--- src/rtl/reg_fifo_bank.sv ---
// reg_fifo_bank: WIDTH x DEPTH flop-based FIFO, valid/ready on both sides,
// first-word-fall-through head. Occupancy drives full/empty; pointers wrap
// freely. Optional peak-occupancy tracking when REG_FIFO_STATS_EN is defined
// (adds the max_count port and its register).
module reg_fifo_bank #(
  parameter  int WIDTH = 8,
  parameter  int DEPTH = 4,
  localparam int CW    = $clog2(DEPTH+1)
) (
  input  logic             clk,
  input  logic             reset,
  input  logic             flush,
  input  logic             in_valid,
  output logic             in_ready,
  input  logic [WIDTH-1:0] in_data,
  output logic             out_valid,
  input  logic             out_ready,
  output logic [WIDTH-1:0] out_data,
  output logic [CW-1:0]    count
`ifdef REG_FIFO_STATS_EN
  ,
  output logic [CW-1:0]    max_count
`endif
);

  localparam int PW = (DEPTH > 1) ? $clog2(DEPTH) : 1;

  logic [DEPTH-1:0][WIDTH-1:0] r_mem;
  logic [PW-1:0]               r_wr_ptr;
  logic [PW-1:0]               r_rd_ptr;
  logic [CW-1:0]               r_count;
  logic [CW-1:0]               w_count_next;
  logic                        w_full;
  logic                        w_empty;
  logic                        w_push;
  logic                        w_pop;

  // Full/empty come from occupancy only; ready never looks at out_ready
  assign w_full    = (r_count == CW'(DEPTH));
  assign w_empty   = (r_count == '0);
  assign in_ready  = !w_full;
  assign out_valid = !w_empty;
  assign w_push    = in_valid & !w_full;
  assign w_pop     = out_ready & !w_empty;
  assign out_data  = r_mem[r_rd_ptr];
  assign count     = r_count;

  // Next occupancy; flush wins over any push/pop in the same cycle
  always_comb begin
    w_count_next = r_count;
    if (flush)
      w_count_next = '0;
    else if (w_push && !w_pop)
      w_count_next = r_count + CW'(1);
    else if (w_pop && !w_push)
      w_count_next = r_count - CW'(1);
  end

  // One enabled register per entry; a flushed push is dropped
  for (genvar i = 0; i < DEPTH; i++) begin : g_entry
    logic w_we;
    assign w_we = w_push & !flush & (r_wr_ptr == PW'(i));
    // Entry storage, cleared on reset so the idle head reads zero
    always_ff @(posedge clk or negedge reset) begin
      if (!reset)    r_mem[i] <= '0;
      else if (w_we) r_mem[i] <= in_data;
    end
  end

  // Pointer and occupancy state; DEPTH is a power of two so wrap is natural
  always_ff @(posedge clk or negedge reset) begin
    if (!reset) begin
      r_wr_ptr <= '0;
      r_rd_ptr <= '0;
      r_count  <= '0;
    end else if (flush) begin
      r_wr_ptr <= '0;
      r_rd_ptr <= '0;
      r_count  <= '0;
    end else begin
      if (w_push) r_wr_ptr <= r_wr_ptr + PW'(1);
      if (w_pop)  r_rd_ptr <= r_rd_ptr + PW'(1);
      r_count <= w_count_next;
    end
  end

`ifdef REG_FIFO_STATS_EN
  logic [CW-1:0] r_max_count;
  assign max_count = r_max_count;

  // Peak occupancy, restarted by flush
  always_ff @(posedge clk or negedge reset) begin
    if (!reset)
      r_max_count <= '0;
    else if (flush)
      r_max_count <= '0;
    else if (w_count_next > r_max_count)
      r_max_count <= w_count_next;
  end
`endif

endmodule
--- config.mk ---
export PLATFORM = sky130hd
export DESIGN_NAME = reg_fifo_bank
export DESIGN_NICKNAME = d
export VERILOG_FILES = /design/src/rtl/reg_fifo_bank.sv
export SDC_FILE = /design/constraint.sdc
export NUM_CORES = 1
export LEC_CHECK = 0
export CAP_MARGIN = 0
export CORE_ASPECT_RATIO = 0.6
export CORE_MARGIN = 8
export CORE_UTILIZATION = 49
export DETAILED_ROUTE_END_ITERATION = 8
export PLACE_DENSITY = 0.75
export SLEW_MARGIN = 20
export SYNTH_ARGS = -nofsm -noshare
export SYNTH_HDL_FRONTEND = slang
export SYNTH_SLANG_ARGS = --single-unit
--- constraint.sdc ---
create_clock -name clk -period 5.4 [get_ports clk]
set_clock_uncertainty 0.05 [all_clocks]
set_input_delay 1.08 -clock clk [delete_from_list [all_inputs] [get_ports clk]]
set_output_delay 1.08 -clock clk [all_outputs]
set_load 0.01 [all_outputs]
==> results of run 1 <==
synthesized netlist by cell type, drive strengths merged, types with 3 or more instances:
cell type / instances / area share, %
inv: 7 / 1.3
ha: 4 / 2.5
buf: 6 / 2.6
dfrtp: 39 / 49
mux2: 33 / 20
mux4: 8 / 9.0
nand3: 5 / 2.0
nor2: 7 / 1.3
clkbuf: 3 / 0.56
o21ai: 3 / 0.75
metal layers:
metal	track usage, %	up-vias
met2	22.34	29
met4	3.795	0
met5	0	-
met3	4.320	4
li1	-	553
met1	15.69	644
cell families after synthesis:
group	count (synthesis)	synth area share, %
adders and majority gates	5	3.496
xor gates and xnor gates	2	0.8741
and+or+nand+nor	20	7.304
buffers and inverters	16	4.432
muxes	43	30.03
AOI/OAI and AO/OA	14	5.181
DFF	39	48.69
worst reg2reg max path: cells and delay by family (launching register included):
| family | cells | cell delay, ns |
|---|---|---|
| DFF | 1 | 0.53 |
| and+or+nand+nor | 2 | 0.51 |
| buffers and inverters | 1 | 0.12 |
| adders and majority gates | 1 | 0.43 |
| AOI/OAI and AO/OA | 3 | 0.79 |
cell usage in the layout (no fill, tap or decap), types with 2 or more instances in the layout:
master	count
o31ai_1	2
nand3b_1	2
o21ai_0	3
ha_1	4
mux4_2	8
dfrtp_1	39
inv_1	6
nor2_1	7
clkbuf_8	6
mux2i_1	2
nand3_2	3
mux2_2	25
xor2_1	2
clkdlybuf4s50_1	24
nand3_1	2
mux2_4	8
a21oi_1	2
layout make-up:
type / count / area, um2 / area share (%)
multi-input combinational: 84 / 939.7 / 40.20
tap: 50 / 62.56 / 2.677
clock buffer: 6 / 82.58 / 3.533
clock inverter: 1 / 5.005 / 0.2141
sequential: 39 / 975.9 / 41.76
inverter: 7 / 26.28 / 1.124
timing repair buffer: 25 / 245.2 / 10.49
power groups by stage:
stage                     Sequential (W)  Clock [W]  Combinational, W
after floorplan                 0.000457          0          0.000377
after global routing            0.000536   0.000208          0.000551
after CTS                       0.000518   0.000196          0.000518
final                           0.000516   0.000191          0.000510
after detailed placement        0.000523          0          0.000514
after global placement          0.000506          0          0.000496
metrics by stage:
step           hold WS (ns)  worst slack [ns]  utilization (%)
4_1_cts              0.4599             2.101            58.30
5_1_grt              0.4706             2.031            58.30
3_5_place_dp         0.4398             1.987            56.12
3_3_place_gp         0.4321             2.137            56.12
6_report             0.4578             2.180            58.30
2_1_floorplan        0.4241             2.589                -
state kept, by name, summed over array words and instances (netlist names):
signal and flops:
r_mem 32, count 3, r_rd_ptr 2, r_wr_ptr 2
path summary, 6_finish.rpt:
path,start,to,cells after the start
worst max-delay path,r_rd_ptr[0],out_data[7],2
worst min-delay path,r_mem[2],r_mem[2],1
worst max register to register,count[2],count[2],7
worst min register to register,r_mem[2],r_mem[2],1
max in group asynchronous,reset,r_mem[13],1
min in group asynchronous,reset,r_mem[31],1
==> results.txt, run 1 <==
----------------------------------------------------
[Run status]
  Result of the run ... finished clean

[Worst setup path]
  Arrival time of data at the critical path endpoint ... 2.09 ns
  Ordered list of cells on the worst path ... mux4_2, clkdlybuf4s50_1
  Count of buffering cells on the critical path with inverters included ... 1
  Slowest library cell on the worst path ... dfrtp_1
  Classification of the worst setup path ... register to output pin
  Largest stage delay on the critical path ... 0.72 ns
  Family of cells with the greatest summed delay on the critical path ... flip-flops
  Kind of end point of the critical path ... output pin
  CP max FO ... 10
  Worst Path Required ... between 4 and 5 ns
  Internal reg-to-reg setup slack ... slightly below 3 ns
  Startpoint type of the worst setup path ... register

[Routing]
  Metal-1 WL ... between 1500 and 2000 um
  Highest Signal Layer ... met4
  Detailed Route WL ... around 4000 um
  Met2 wire length ... ~2000 um
  Residual DRC ... 0
  DR iter-0 viols ... 77
  Sum of met3 wire segment lengths after detailed routing ... 182 um
  Residual antenna-violating net count after detailed routing ... 0
  Vias per cell ... 5.802
  Routed length per instance ... 18.80 um
  Number of vias in the routed layout ... 1,230
  Count of TritonRoute iterations in the first routing pass ... 6

[Synthesis]
  Number of distinct library cells after synthesis ... 34
  Average footprint of a synthesized cell ... 14.42 um2
  Flops & latches, synth ... 39
  Dominant synthesized flop cell ... dfrtp_1
  Post-synthesis sequential area ratio ... 48.69%
  Post-synth EDFFs ... 0
  Instance count of the mapped netlist ... 139
  Post-synthesis net count ... 157
  Fraction of synthesis flops using an asynchronous set or reset pin ... 100.0%
  Total standard cell area after synthesis ... about 0.0020 mm2
  Total number of yosys warnings ... 0

[Die]
  Boundary Pins ... 26
  Starting Density ... 50.00%
  Core Footprint ... 0.004009 mm2
  Die X-Extent ... a little under 100 um
  Number of placement rows ... 18
  Total die area ... 0.006460 mm2
  Floorplan die height ... 65.54 um

[Power]
  Proportion of power drawn by flip-flops and latches ... 42.4%
  Maximum ir drop on the vdd rail ... between 0.2 and 0.25 mV
  Overall power after layout ... 0.001218 W
  P_int ... 0.0008416 W
  Power density over the cells ... about 520 mW/mm2
  Static Leakage ... 1.016 nW
  Switching power ... 0.0003763 W
  Proportion of power drawn by the clock network ... 15.7%
  Switching portion of total power ... 30.90%
  Combinational Power Share ... around two fifths

[Clock tree]
  Clock buffer count from CTS ... 5
  Number of cells upsized or downsized after cts ... 0
  Post-CTS Setup Bufs ... 0
  Source-to-sink clock delay at the later pin of the worst-skew pair ... roughly 0.28 ns
  CTS Hold Bufs ... 0
  H-tree depth reported by CTS ... 2
  Max Buffers Root-to-Sink ... 2
  TritonCTS clock tree ... done
  Sinks on Clock Net ... 39
  Clock-pin slew of the registers on the worst-case setup and hold paths ... 0.07 ns
  Root Buffer Master ... clkbuf_8

[Global routing]
  Number of global-route vias before repair ... ~1,400
  Global routing usage summed across all routing layers ... 13.11%
  Number of antenna violations at the first check in global routing ... 0
  Wire length of the first global-routing pass ... 6630 um
  Maximum number of pins on one net before global-route repair ... 40
  GRT overflow ... 0

[Layout]
  Post-route cell area ... 0.002337 mm2
  Fill cell instance count of the final layout ... 321
  Fraction of layout cells with a size suffix above 1 ... 36.42%
  Number of cells in the finished layout apart from fillers ... 212
  Area delta synth->final ... 16.60%
  Number of antenna cells inserted ... 0
  Number of nets in the finished design ... 180

[Timing]
  Post-route setup TNS ... 0 ns
  Setup repair after global routing missed its margin ... false
  Worst Max-Slew Pin Slew ... 0.8440 ns
  Endpoints failing hold ... 0
  Final worst path period share ... 59.63%
  Relative slew slack ... 43.73%
  Max Clock Freq ... 310.6 MHz
  Final Setup Violations ... 0
  Post-layout minimum cycle time ... around 3.2 ns
  Final count of pins violating max slew ... 0

[Place]
  Final weighted congestion of routability-driven global placement ... roughly 0.84
  Placement-stage cell area ... between 0.002 and 0.0025 mm2
  Number of placed instances, taps included ... 205
  Number of I/O port buffers ... 25
  Half-perimeter wire length after placement ... 2851 um

[Run]
  Maxcap violations ... 0

[Min path]
  Path type of the worst min-delay path ... register to register

----------------------------------------------------
No activity file was read; power rests on OpenSTA's default activity.
==> run 2: changes to the inputs <==
--- a/config.mk
+++ b/config.mk
@@ -10,7 +10,7 @@
 export CORE_MARGIN = 8
 export CORE_UTILIZATION = 49
 export DETAILED_ROUTE_END_ITERATION = 8
-export PLACE_DENSITY = 0.75
+export PLACE_DENSITY = 0.78
 export SLEW_MARGIN = 20
 export SYNTH_ARGS = -nofsm -noshare
 export SYNTH_HDL_FRONTEND = slang
==> constraint.sdc (replaced) <==
create_clock -name clk -period 2.8 [get_ports clk]
set_clock_uncertainty 0.05 [all_clocks]
set_input_delay 0.56 -clock clk [delete_from_list [all_inputs] [get_ports clk]]
set_output_delay 0.56 -clock clk [all_outputs]
set_load 0.01 [all_outputs]
==> results.txt, run 2 (same netlist as run 1, synthesis figures left out) <==
----------------------------------------------------
[Global routing]
  GRT overflow ... 0
  Wire length of the first global-routing pass ... 6672 um
  Number of antenna violations at the first check in global routing ... 0
  Maximum number of pins on one net before global-route repair ... 40
  Number of global-route vias before repair ... 1,276
  Global routing usage summed across all routing layers ... between 10% and 20%

[Layout]
  Utilization of the core after routing ... between 50% and 60%
  Number of nets in the finished design ... 185
  Area delta synth->final ... 18.48%
  Fraction of layout cells with a size suffix above 1 ... a little under two fifths
  Top reg by flops ... r_mem
  Flip-flop count of the largest register, all copies and words added ... 32
  Number of antenna cells inserted ... 0
  Post-route cell area ... around 0.0024 mm2
  Leading cell types in the layout, fill and taps excluded ... dfrtp_1 (39), mux2_2 (25), clkdlybuf4s50_1 (24)
  Most common library cell in the layout ignoring fill and taps ... dfrtp_1

[Timing]
  Final count of pins violating max slew ... 0
  Final Setup Violations ... 0
  Worst Max-Slew Pin Slew ... ~0.84 ns
  Post-route setup TNS ... 0 ns
  Relative slew slack ... 43.93%
  Final worst path period share ... 86.92%
  Endpoints failing hold ... 0
  Setup repair after global routing missed its margin ... false
  Max Clock Freq ... 410.9 MHz
  Post-layout minimum cycle time ... 2.434 ns

[Place]
  Number of I/O port buffers ... 25
  Placement-stage cell area ... 0.002287 mm2
  Half-perimeter wire length after placement ... approximately 2900 um
  Final weighted congestion of routability-driven global placement ... ~0.8

[Routing]
  Number of vias in the routed layout ... 1,209
  Residual DRC ... 0
  DR iter-0 viols ... 82
  Metal-1 WL ... 1917 um
  Routed length per instance ... between 15 and 20 um
  Detailed Route WL ... 4047 um
  Met2 wire length ... 1885 um
  Highest Signal Layer ... met4
  Vias per cell ... 5.571
  Count of TritonRoute iterations in the first routing pass ... 4
  Residual antenna-violating net count after detailed routing ... 0
  Sum of met3 wire segment lengths after detailed routing ... 177 um

[Worst setup path]
  Worst Path Required ... 2.19 ns
  CP max FO ... 5
  Ordered list of cells on the worst path ... buf_4, mux4_2, clkdlybuf4s50_1
  Arrival time of data at the critical path endpoint ... 1.82 ns
  Startpoint type of the worst setup path ... register
  RR Startpoint ... count[2]
  Classification of the worst setup path ... register to output pin
  Worst setup path startpoint ... r_rd_ptr[0]
  Slowest library cell on the worst path ... mux4_2
  Largest stage delay on the critical path ... about 0.53 ns
  Kind of end point of the critical path ... output pin

[Clock tree]
  Sinks on Clock Net ... 39
  Source-to-sink clock delay at the later pin of the worst-skew pair ... between 0.2 and 0.3 ns
  Root Buffer Master ... clkbuf_8
  Post-CTS Setup Bufs ... 0
  CTS Hold Bufs ... 0
  H-tree depth reported by CTS ... 2
  TritonCTS clock tree ... done
  Clock-pin slew of the registers on the worst-case setup and hold paths ... 0.07 ns
  Number of cells upsized or downsized after cts ... 0
  Clock buffer count from CTS ... 5
  Max Buffers Root-to-Sink ... 2

[Die]
  Die X-Extent ... 98.57 um
  Total die area ... 0.006460 mm2
  Starting Density ... roughly half
  Number of placement rows ... 18
  Floorplan die height ... 65.54 um
  Boundary Pins ... 26
  Core Footprint ... about 0.004 mm2

[Power]
  Static Leakage ... 1.041 nW
  Power density over the cells ... 1001 mW/mm2
  Maximum ir drop on the vdd rail ... slightly below 0.5 mV

[Min path]
  Path type of the worst min-delay path ... primary input to async pin

[Run status]
  Result of the run ... finished clean

[Run]
  Maxcap violations ... 0

----------------------------------------------------
-- run 2: changes by cell type in the layout (fill, tap and decap cells not counted) --
cell	change
buf_4	+5
-- run 2: worst paths after layout --
kind                                    end  slack, ns  cells past startpoint
worst max-delay path            out_data[7]       0.37                      3
worst min-delay path               r_mem[4]       0.32                      1
worst max register to register     count[2]       0.39                      7
worst min register to register    r_mem[25]       0.46                      1
max in group asynchronous         r_mem[11]       1.85                      1
min in group clk                  r_mem[25]       0.46                      1
-- run 2: power breakdown --
group	leakage (nW)	internal, W	switching, W	total, W
Combinational	0.497	0.000663	0.000375	0.00104
Sequential	0.496	0.000788	0.000177	0.000965
Clock	0.0470	0.000193	0.000181	0.000374
Total	1.04	0.00164	0.000733	0.00238
-- run 2: layer usage --
layer  vias to the layer above  track usage, %
met3                         7           3.793
met1                       620           17.38
met5                         -               0
met2                        22           20.32
met4                         0           5.503
li1                        560               -
-- run 2: stage by stage --
step / cells / hold WS, ns / total power, W / setup WS [ns]
2_1_floorplan: 139 / 0.2144 / 0.001609 / 0.5088
3_3_place_gp: 210 / 0.4326 / 0.001956 / 0.2777
3_5_place_dp: 210 / 0.4418 / 0.002020 / 0.2178
4_1_cts: 217 / 0.3523 / 0.002401 / 0.3434
5_1_grt: 217 / 0.4007 / 0.002529 / 0.2430
6_report: 217 / 0.3237 / 0.002377 / 0.3663
-- run 2: cell type report --
type,instances,area (um2)
inverters,7,26.28
multi-input cells,84,939.7
fillers,308,1634
clock buffers,6,82.58
clock inverters,1,5.005
repair buffers,30,282.8
well taps,50,62.56
flip-flops and latches,39,975.9
-- run 2: critical path: cells and delay by family (launching register included) --
family	cells	cell delay, ns
muxes	1	0.53
buffers and inverters	2	0.67
DFF	1	0.34
==> run 3: changes to the inputs <==
--- a/config.mk
+++ b/config.mk
@@ -15,3 +15,4 @@
 export SYNTH_ARGS = -nofsm -noshare
 export SYNTH_HDL_FRONTEND = slang
 export SYNTH_SLANG_ARGS = --single-unit
+export TNS_END_PERCENT = 20
==> results of run 3 <==
Final layout, timing and power as in run 2 (identical DEF).
